### src/rtl/timer_master.sv
// -----------------------------------------------------------------------------
// timer_master
// Bus initiator for the 32-bit memory-mapped timer peripheral. On a host start
// it writes the period, enables the timer, then polls the control register for
// the TMR flag. Every detected expiry becomes a one-cycle tick and increments
// tick_count. A host stop disables the timer and returns to IDLE.
//
// Optional build macro: TIMER_MASTER_OVERRUN_EN
//   When defined, the toggle bit of the control register is tracked and a
//   sticky overrun flag is raised when an expiry was missed between polls.
//   When undefined, overrun is tied low.
// -----------------------------------------------------------------------------
module timer_master #(
  parameter int POLL_GAP = 0,   // idle cycles between control-register polls
  parameter int CNT_W    = 16   // width of tick_count
) (
  input  logic             clk,
  input  logic             reset,      // asynchronous, active-low
  input  logic             start,
  input  logic             stop,
  input  logic [31:0]      period_in,
  output logic             busy,
  output logic             tick,
  output logic [CNT_W-1:0] tick_count,
  output logic             overrun,
  output logic             bus_wren,
  output logic             bus_rden,
  output logic [1:0]       bus_addr,
  output logic [31:0]      bus_wdata,
  input  logic [31:0]      bus_rdata
);

  // Peripheral register map
  localparam logic [1:0] ADDR_PERIOD = 2'b01;
  localparam logic [1:0] ADDR_CTRL   = 2'b10;

  // Control word: bit0 enable, bit1 TMR, bit2 toggle
  localparam logic [31:0] CTRL_ENABLE  = 32'h0000_0001;
  localparam logic [31:0] CTRL_DISABLE = 32'h0000_0000;

  // Gap counter holds POLL_GAP-1 down to 0
  localparam int             GAP_W    = (POLL_GAP > 1) ? $clog2(POLL_GAP) : 1;
  localparam logic [GAP_W-1:0] GAP_LOAD = (POLL_GAP > 0) ? GAP_W'(POLL_GAP - 1) : '0;

  typedef enum logic [2:0] {
    S_IDLE,
    S_WR_PER,
    S_WR_CTL,
    S_GAP,
    S_POLL,
    S_WR_STOP
  } state_t;

  // State after a poll or after enabling: straight back to POLL, or via GAP
  localparam state_t S_AFTER_POLL = (POLL_GAP == 0) ? S_POLL : S_GAP;

  state_t             r_state;
  state_t             w_next_state;
  logic [31:0]        r_period;
  logic [31:0]        w_period_d;
  logic [GAP_W-1:0]   r_gap_cnt;
  logic               r_tick;
  logic [CNT_W-1:0]   r_tick_count;
  logic               r_bus_wren;
  logic               r_bus_rden;
  logic [1:0]         r_bus_addr;
  logic [31:0]        r_bus_wdata;
  logic               w_wren;
  logic               w_rden;
  logic [1:0]         w_addr;
  logic [31:0]        w_wdata;
  logic               w_accept;
  logic               w_tmr_seen;
  logic               w_unused_rdata;

  assign w_accept   = (r_state == S_IDLE) && start;
  assign w_tmr_seen = (r_state == S_POLL) && bus_rdata[1];

  // Value period_q will hold after this edge; the period write uses it directly
  assign w_period_d = w_accept ? period_in : r_period;

  // State register
  // NOTE: every flop in this file is updated with <= so all registers sample
  // the same pre-edge values; blocking assignments here would create order-
  // dependent races between always_ff blocks.
  always_ff @(posedge clk or negedge reset) begin
    if (!reset) begin
      r_state <= S_IDLE;
    end else begin
      r_state <= w_next_state;
    end
  end

  // Next-state logic
  // NOTE: the default assignment at the top of each always_comb keeps every
  // path driven, so no latch is inferred for unlisted cases.
  always_comb begin
    w_next_state = r_state;
    case (r_state)
      S_IDLE:    if (start) w_next_state = S_WR_PER;
      S_WR_PER:  w_next_state = S_WR_CTL;
      S_WR_CTL:  w_next_state = S_AFTER_POLL;
      S_GAP: begin
        if (stop)                 w_next_state = S_WR_STOP;
        else if (r_gap_cnt == '0) w_next_state = S_POLL;
      end
      S_POLL:    w_next_state = stop ? S_WR_STOP : S_AFTER_POLL;
      S_WR_STOP: w_next_state = S_IDLE;
      default:   w_next_state = S_IDLE;
    endcase
  end

  // Bus strobes for the upcoming state; registered below so the pins are flops
  always_comb begin
    w_wren  = 1'b0;
    w_rden  = 1'b0;
    w_addr  = 2'b00;
    w_wdata = 32'h0;
    case (w_next_state)
      S_WR_PER: begin
        w_wren  = 1'b1;
        w_addr  = ADDR_PERIOD;
        w_wdata = w_period_d;
      end
      S_WR_CTL: begin
        w_wren  = 1'b1;
        w_addr  = ADDR_CTRL;
        w_wdata = CTRL_ENABLE;
      end
      S_POLL: begin
        w_rden  = 1'b1;
        w_addr  = ADDR_CTRL;
      end
      S_WR_STOP: begin
        w_wren  = 1'b1;
        w_addr  = ADDR_CTRL;
        w_wdata = CTRL_DISABLE;
      end
      default: ;
    endcase
  end

  // Registered bus outputs; reset drops any strobe immediately
  always_ff @(posedge clk or negedge reset) begin
    if (!reset) begin
      r_bus_wren  <= 1'b0;
      r_bus_rden  <= 1'b0;
      r_bus_addr  <= 2'b00;
      r_bus_wdata <= 32'h0;
    end else begin
      r_bus_wren  <= w_wren;
      r_bus_rden  <= w_rden;
      r_bus_addr  <= w_addr;
      r_bus_wdata <= w_wdata;
    end
  end

  // Period capture on an accepted start
  always_ff @(posedge clk or negedge reset) begin
    if (!reset) begin
      r_period <= 32'h0;
    end else begin
      r_period <= w_period_d;
    end
  end

  // Poll spacing: load on entry to GAP, count down while waiting
  always_ff @(posedge clk or negedge reset) begin
    if (!reset) begin
      r_gap_cnt <= '0;
    end else if ((w_next_state == S_GAP) && (r_state != S_GAP)) begin
      r_gap_cnt <= GAP_LOAD;
    end else if ((r_state == S_GAP) && (r_gap_cnt != '0)) begin
      r_gap_cnt <= r_gap_cnt - GAP_W'(1);
    end
  end

  // Tick pulse and wrapping event counter, cleared by each accepted start
  always_ff @(posedge clk or negedge reset) begin
    if (!reset) begin
      r_tick       <= 1'b0;
      r_tick_count <= '0;
    end else begin
      r_tick <= w_tmr_seen;
      if (w_accept) begin
        r_tick_count <= '0;
      end else if (w_tmr_seen) begin
        r_tick_count <= r_tick_count + CNT_W'(1);
      end
    end
  end

`ifdef TIMER_MASTER_OVERRUN_EN
  logic r_last_toggle;
  logic r_overrun;

  // An expiry whose toggle parity matches the last one seen means an even
  // number of expiries happened since, so at least one was missed.
  always_ff @(posedge clk or negedge reset) begin
    if (!reset) begin
      r_last_toggle <= 1'b0;
      r_overrun     <= 1'b0;
    end else begin
      if (w_accept) begin
        r_overrun <= 1'b0;
      end else if (w_tmr_seen && (bus_rdata[2] == r_last_toggle)) begin
        r_overrun <= 1'b1;
      end
      if (r_state == S_WR_CTL) begin
        r_last_toggle <= 1'b0;
      end else if (w_tmr_seen) begin
        r_last_toggle <= bus_rdata[2];
      end
    end
  end

  assign overrun        = r_overrun;
  assign w_unused_rdata = ^{bus_rdata[31:3], bus_rdata[0]};
`else
  assign overrun        = 1'b0;
  assign w_unused_rdata = ^{bus_rdata[31:2], bus_rdata[0]};
`endif

  assign busy       = (r_state != S_IDLE);
  assign tick       = r_tick;
  assign tick_count = r_tick_count;
  assign bus_wren   = r_bus_wren;
  assign bus_rden   = r_bus_rden;
  assign bus_addr   = r_bus_addr;
  assign bus_wdata  = r_bus_wdata;

endmodule

### config.mk
export PLATFORM = sky130hd
export DESIGN_NAME = timer_master
export DESIGN_NICKNAME = d
export VERILOG_FILES = /design/src/rtl/timer_master.sv
export SDC_FILE = /design/constraint.sdc
export NUM_CORES = 1
export LEC_CHECK = 0
export ABC_AREA = 1
export BUFFER_PORTS_ARGS = -buffer_cell sky130_fd_sc_hd__buf_2
export CAP_MARGIN = 30
export CORE_MARGIN = 2
export CORE_UTILIZATION = 24
export CTS_CLUSTER_DIAMETER = 30
export CTS_CLUSTER_SIZE = 40
export DETAILED_ROUTE_END_ITERATION = 7
export SETUP_SLACK_MARGIN = 0.1
export SYNTH_ARGS = -nofsm -noshare
export SYNTH_HDL_FRONTEND = slang
export SYNTH_SLANG_ARGS = --single-unit
### constraint.sdc
create_clock -name clk -period 1.2 [get_ports clk]
set_input_delay 0.18 -clock clk [delete_from_list [all_inputs] [get_ports clk]]
set_output_delay 0.18 -clock clk [all_outputs]
set_load 0.01 [all_outputs]
==> results of run 1 <==
[state kept, by name, indices dropped and copies added (netlist names)]
name,count
r_state,3
tick_count,16
bus_wren,1
tick,1
bus_wdata,32
r_gap_cnt,1
bus_rden,1
bus_addr,2
[worst max path at each step]
stage / from / depth (start not counted) / to
6_report: r_state[1]$_DFF_PN0_ / 6 / bus_wdata[4]$_DFF_PN0_
3_5_place_dp: r_state[1]$_DFF_PN0_ / 6 / tick_count[9]$_DFFE_PN0P_
3_3_place_gp: r_state[1]$_DFF_PN0_ / 6 / tick_count[9]$_DFFE_PN0P_
2_1_floorplan: tick_count[1]$_DFFE_PN0P_ / 6 / tick_count[10]$_DFFE_PN0P_
5_1_grt: r_state[1]$_DFF_PN0_ / 6 / bus_wdata[14]$_DFF_PN0_
4_1_cts: r_state[0]$_DFF_PN0_ / 3 / busy
[metal layers]
| layer | GRT usage [%] | up-vias | part of all wire [%] |
|---|---|---|---|
| met4 | 4.63 | 0 | 1.5 |
| met2 | 20.4 | 72 | 49 |
| met5 | 0 | - | 0 |
| met3 | 3.63 | 11 | 6.0 |
| li1 | - | 1111 | - |
| met1 | 14.4 | 1059 | 44 |
[synth_stat cells]
library cell / count
nor2_4: 1
inv_1: 50
a21oi_1: 8
conb_1: 1
nand2_1: 49
a211oi_1: 1
nor3_1: 5
dfrtp_1: 57
nand3_1: 10
o21ai_0: 7
clkbuf_1: 1
nand4_1: 8
a31oi_1: 1
buf_4: 4
nor3_2: 1
nand2_2: 1
o21a_1: 1
inv_2: 5
nor3b_2: 1
a22o_1: 1
ha_1: 1
nor2_2: 1
buf_2: 3
nor2_1: 55
o21bai_1: 2
nand3_4: 2
[critical path: cells and delay by family, from the launching register on]
family	cells	cell delay (ns)
flops	1	0.41
simple gates	3	0.40
buf+inv	3	0.45
[where the power goes]
part / internal [mW] / switching, mW / leakage [nW]
Clock: 0.830 / 0.739 / 0.0871
Combinational: 1.11 / 1.26 / 1.29
Sequential: 2.29 / 0.169 / 0.761
[repair_timing]
action / CTS / global route
hold buffers: 1 / 0
pin swaps: 3 / 7
endpoints found under the hold margin: 12 / 0
resized for setup: 49 / 40
setup endpoints to repair: 62 / 72
setup buffers: 12 / 4
[cell families after synthesis]
family | count (synthesis) | share of synthesized area [%]
compound gates | 21 | 4.97
fa+ha+maj | 1 | 0.518
buf+inv | 63 | 10.6
flops | 57 | 59.1
other cells | 1 | 0.155
simple gates | 134 | 24.7
[layout make-up]
cell class / count / area [um^2]
Clock buffer: 11 / 151
Clock inverter: 3 / 17.5
Fill cell: 985 / 5900
Inverter: 55 / 211
Multi-Input combinational cell: 157 / 906
Sequential cell: 57 / 1440
Tap cell: 133 / 166
Timing Repair Buffer: 136 / 987
==> run metrics, run 1 <==
share of cells above drive strength 1 48.0%; CP max stage cell dfrtp_1; hold slack final 0.0470 ns; FF-to-FF Start r_state[1]$_DFF_PN0_; post-synth design cell area 2410 um^2; outcome finished with violations; Final TNS setup -4.95 ns; vias in the first global route 2189; routed vias/inst 4.08; Layout Cells excl Fill 552; Total GRT Usage 12.1%; worst-path maximum fanout 22; clock latency on the worst-skew pair 0.33 ns; number of max-cap violations 0; delay of the slowest critical-path stage 0.41 ns; unrepaired setup endpoints after global routing true; Ys Warns 0; sequential cell area fraction in the yosys report 59.1%; r2r endpoint bus_wdata[4]$_DFF_PN0_; Antenna diodes 0; min setup slack post-route -0.135 ns; Setup violations, final 49; full die area 10900 um^2; fin crit period 1.33 ns; Hold EP bus_wdata[1]$_DFF_PN0_; DRC 0; placed cell count 521; drt total wl 6300 um; Die Y 104 um; CP cell instances nor2_4 > buf_6 > nand3_4 > buf_8 > buf_12 > nor2_1; post-place setup slack -0.148 ns; violated checks setup timing; CTS tree built; Bufs on Longest Clock Path 2; chip width 104 um; Worst Hold Depth 3; initial antenna violation count 0; total power 6.39 mW; first-pass GRT wire length 10400 um; Final Skew 0.00669 ns; Final Hold Fails 0; crit path kind register to register; post-synth cell types 26; Synth top area share 59.1%; Starting Density 24.7%; Syn Nets 346; commonest non-fill, non-tap cell in the layout buf_2; Area growth, synth to finish 60.5%; Worst Min Path Start period_in[1]; final instance area 3870 um^2; Nets 485; Vias 2253; pin count of the biggest net entering global routing 28; DR WL/cell 11.4 um; CP startpoint kind register; Max IR drop VDD 611 uV; I/O Pins 123; cells after synthesis 277; Worst Path Required 1.46 ns; Placer Congestion 0.789; worst hold path type input pin to register; Crit path arrival time 1.59 ns; Util after Layout 39.6%; commonest non-fill, non-tap cells in the layout buf_2 (78), inv_1 (50), dfrtp_1 (50); flop2flop setup slack -0.13 ns; Routed Antenna Nets 0; clock root buffer clkbuf_8; Pre-Repair DR Iteration Count 4; Mean Syn Cell Area 8.72 um^2; static leakage 2.14 nW; Rows 36; Worst Setup End Kind register; CTS H-tree lvls 3; Final Cycle Share 111%; post-detail-place hpwl 4580 um; Num CTS Buffers 9; I/O Buffers 90; Num Clock Sinks 57; Seq cells post-synth 57; total gr overflow 0; CORE AREA 9770 um^2; maximum clock rate 749 MHz; Cell Area, Placed 3270 um^2; worst r2r path cells 6; Synth area leader dfrtp_1; Slew Limit Fails 0; CTS clk-pin slew, worst paths 0.07 ns; Power Dens Cells 1650 nW/um^2; main area contributors after synthesis dfrtp_1 (59%), nor2_1 (8.5%), inv_1 (7.8%); DRT iter0 DRCs 75
No activity file was read; power rests on OpenSTA's default activity.
==> run 2: changes to the inputs <==
BUFFER_PORTS_ARGS = -buffer_cell sky130_fd_sc_hd__clkbuf_2   (was -buffer_cell sky130_fd_sc_hd__buf_2)
==> run metrics, run 2 (synthesis gave the netlist of run 1 again) <==
DRC 0 (unchanged); commonest non-fill, non-tap cells in the layout clkbuf_2 (75), dfrtp_1 (50), inv_1 (49); post-detail-place hpwl 4400 um (-4.0%); total gr overflow 0 (unchanged); first-pass GRT wire length 10400 um (-0.27%); clock root buffer clkbuf_8; Crit path arrival time 1.55 ns (-0.04 ns); initial antenna violation count 0 (unchanged); worst hold path type input pin to register; Bufs on Longest Clock Path 2 (unchanged); Slew Limit Fails 0 (unchanged); CP startpoint r_state[1]$_DFF_PN0_; Antenna diodes 0 (unchanged); unrepaired setup endpoints after global routing true; Max IR drop VDD 493 uV (-19%); Worst Min Path Start period_in[1]; outcome finished with violations; static leakage 2.21 nW (+3.4%); clock latency on the worst-skew pair 0.33 ns (about the same); pin count of the biggest net entering global routing 58 (+110%); Pre-Repair DR Iteration Count 4 (unchanged); Fill cells 987 (+0.20%); share of cells above drive strength 1 47.6% (-0.42 points); Cell Area, Placed 3260 um^2 (-0.15%); CP startpoint kind register; Placer Congestion 0.772 (-2.1%); Vias 2272 (+0.84%); commonest non-fill, non-tap cell in the layout clkbuf_2; DR WL/cell 11.0 um (-3.6%); Starting Density 24.7% (unchanged); routed vias/inst 4.04 (-0.95%); Rows 36 (unchanged); Die Y 104 um (unchanged); CTS clk-pin slew, worst paths 0.07 ns (about the same); hold slack final 0.0282 ns (-0.0188 ns); drt total wl 6180 um (-1.9%); crit path kind register to register; Num CTS Buffers 9 (unchanged); max FFs per register 32 (unchanged); Worst Path Required 1.45 ns (about the same); Nets 493 (+1.6%); Final Skew 0.00819 ns (+0.00151 ns); number of max-cap violations 0 (unchanged); area of the multi-input gates 883 um^2 (-2.5%); min setup slack post-route -0.0936 ns (+0.0412 ns); maximum clock rate 773 MHz (+3.2%); I/O Buffers 90 (unchanged); Power Dens Cells 1700 nW/um^2 (+3.1%); final instance area 3980 um^2 (+2.6%); Num Clock Sinks 57 (unchanged); CTS H-tree lvls 3 (unchanged); Worst Setup End Kind register; Final Hold Fails 0 (unchanged); violated checks setup timing; I/O Pins 123 (unchanged); full die area 10900 um^2 (unchanged); CORE AREA 9770 um^2 (unchanged); chip width 104 um (unchanged); Area growth, synth to finish 64.6%; register area 1440 um^2 (unchanged); CTS tree built; Setup violations, final 49 (unchanged); fin crit period 1.29 ns (-0.0412 ns); worst-path maximum fanout 22 (unchanged); DRT iter0 DRCs 71 (-5.3%); vias in the first global route 2287 (+4.5%); Final Cycle Share 108% (-3.4 points); Routed Antenna Nets 0 (unchanged); Total GRT Usage 12.0% (-0.13 points); FF-to-FF Start r_state[1]$_DFF_PN0_
==> run 2: per-stage QoR <==
stage / setup TNS, ns / power (mW) / cells / setup WS, ns / util [%]
3_5_place_dp: -1.03 / 4.38 / 522 / -0.105 / 33.4
5_1_grt: -7.65 / 7.18 / 562 / -0.182 / 40.7
3_3_place_gp: -0.497 / 4.33 / 522 / -0.0943 / 33.4
4_1_cts: -3.50 / 6.71 / 559 / -0.106 / 39.1
2_1_floorplan: -0.0367 / 3.46 / 277 / -0.0167 / -
6_report: -3.19 / 6.76 / 562 / -0.0936 / 40.7
==> run 2: layer usage <==
| layer | track usage [%] | part of all wire [%] |
|---|---|---|
| met1 | 14.0 | 44 |
| met2 | 20.1 | 49 |
| met3 | 4.14 | 6.2 |
| met4 | 4.54 | 1.0 |
| met5 | 0 | 0 |
==> run 2: worst paths after layout <==
path                                        endpoint  slack [ns]  cells after the start
max                           bus_wdata[5]$_DFF_PN0_       -0.09                      6
min                           bus_wdata[1]$_DFF_PN0_        0.03                      3
max reg2reg                   bus_wdata[5]$_DFF_PN0_       -0.09                      6
min reg2reg                    r_gap_cnt$_DFFE_PN0P_        0.55                      2
max in group asynchronous  tick_count[1]$_DFFE_PN0P_        0.52                      3
min in group asynchronous    bus_wdata[18]$_DFF_PN0_        0.40                      3
==> run 2: timing repair <==
action,in CTS,in global routing
pin swaps,20,11
endpoints found under the hold margin,57,0
setup endpoints to repair,65,73
buffers inserted,21,5
hold buffers,1,0
resized for setup,45,49
==> run 2: area by class of cell <==
cell class,instances,share of cell area (%)
multi-input combinational,157,22.2
clock inverter,5,1.98
clock buffer,11,3.56
timing repair buffer,144,26.5
sequential,57,36.1
inverter,55,5.45
tap,133,4.19
==> run 2: power by group <==
part / internal, mW / total [mW] / switching, mW
sequential: 2.29 / 2.46 / 0.171
clock: 1.22 / 1.99 / 0.764
combinational: 1.08 / 2.32 / 1.24
total: 4.59 / 6.76 / 2.17
==> run 2: worst max-delay path: stages (launching register included) <==
cell	delay (ns)
dfrtp_1	0.41
nor2_4	0.17
buf_4	0.14
nand3_4	0.10
buf_6	0.15
buf_12	0.15
nor2_1	0.09
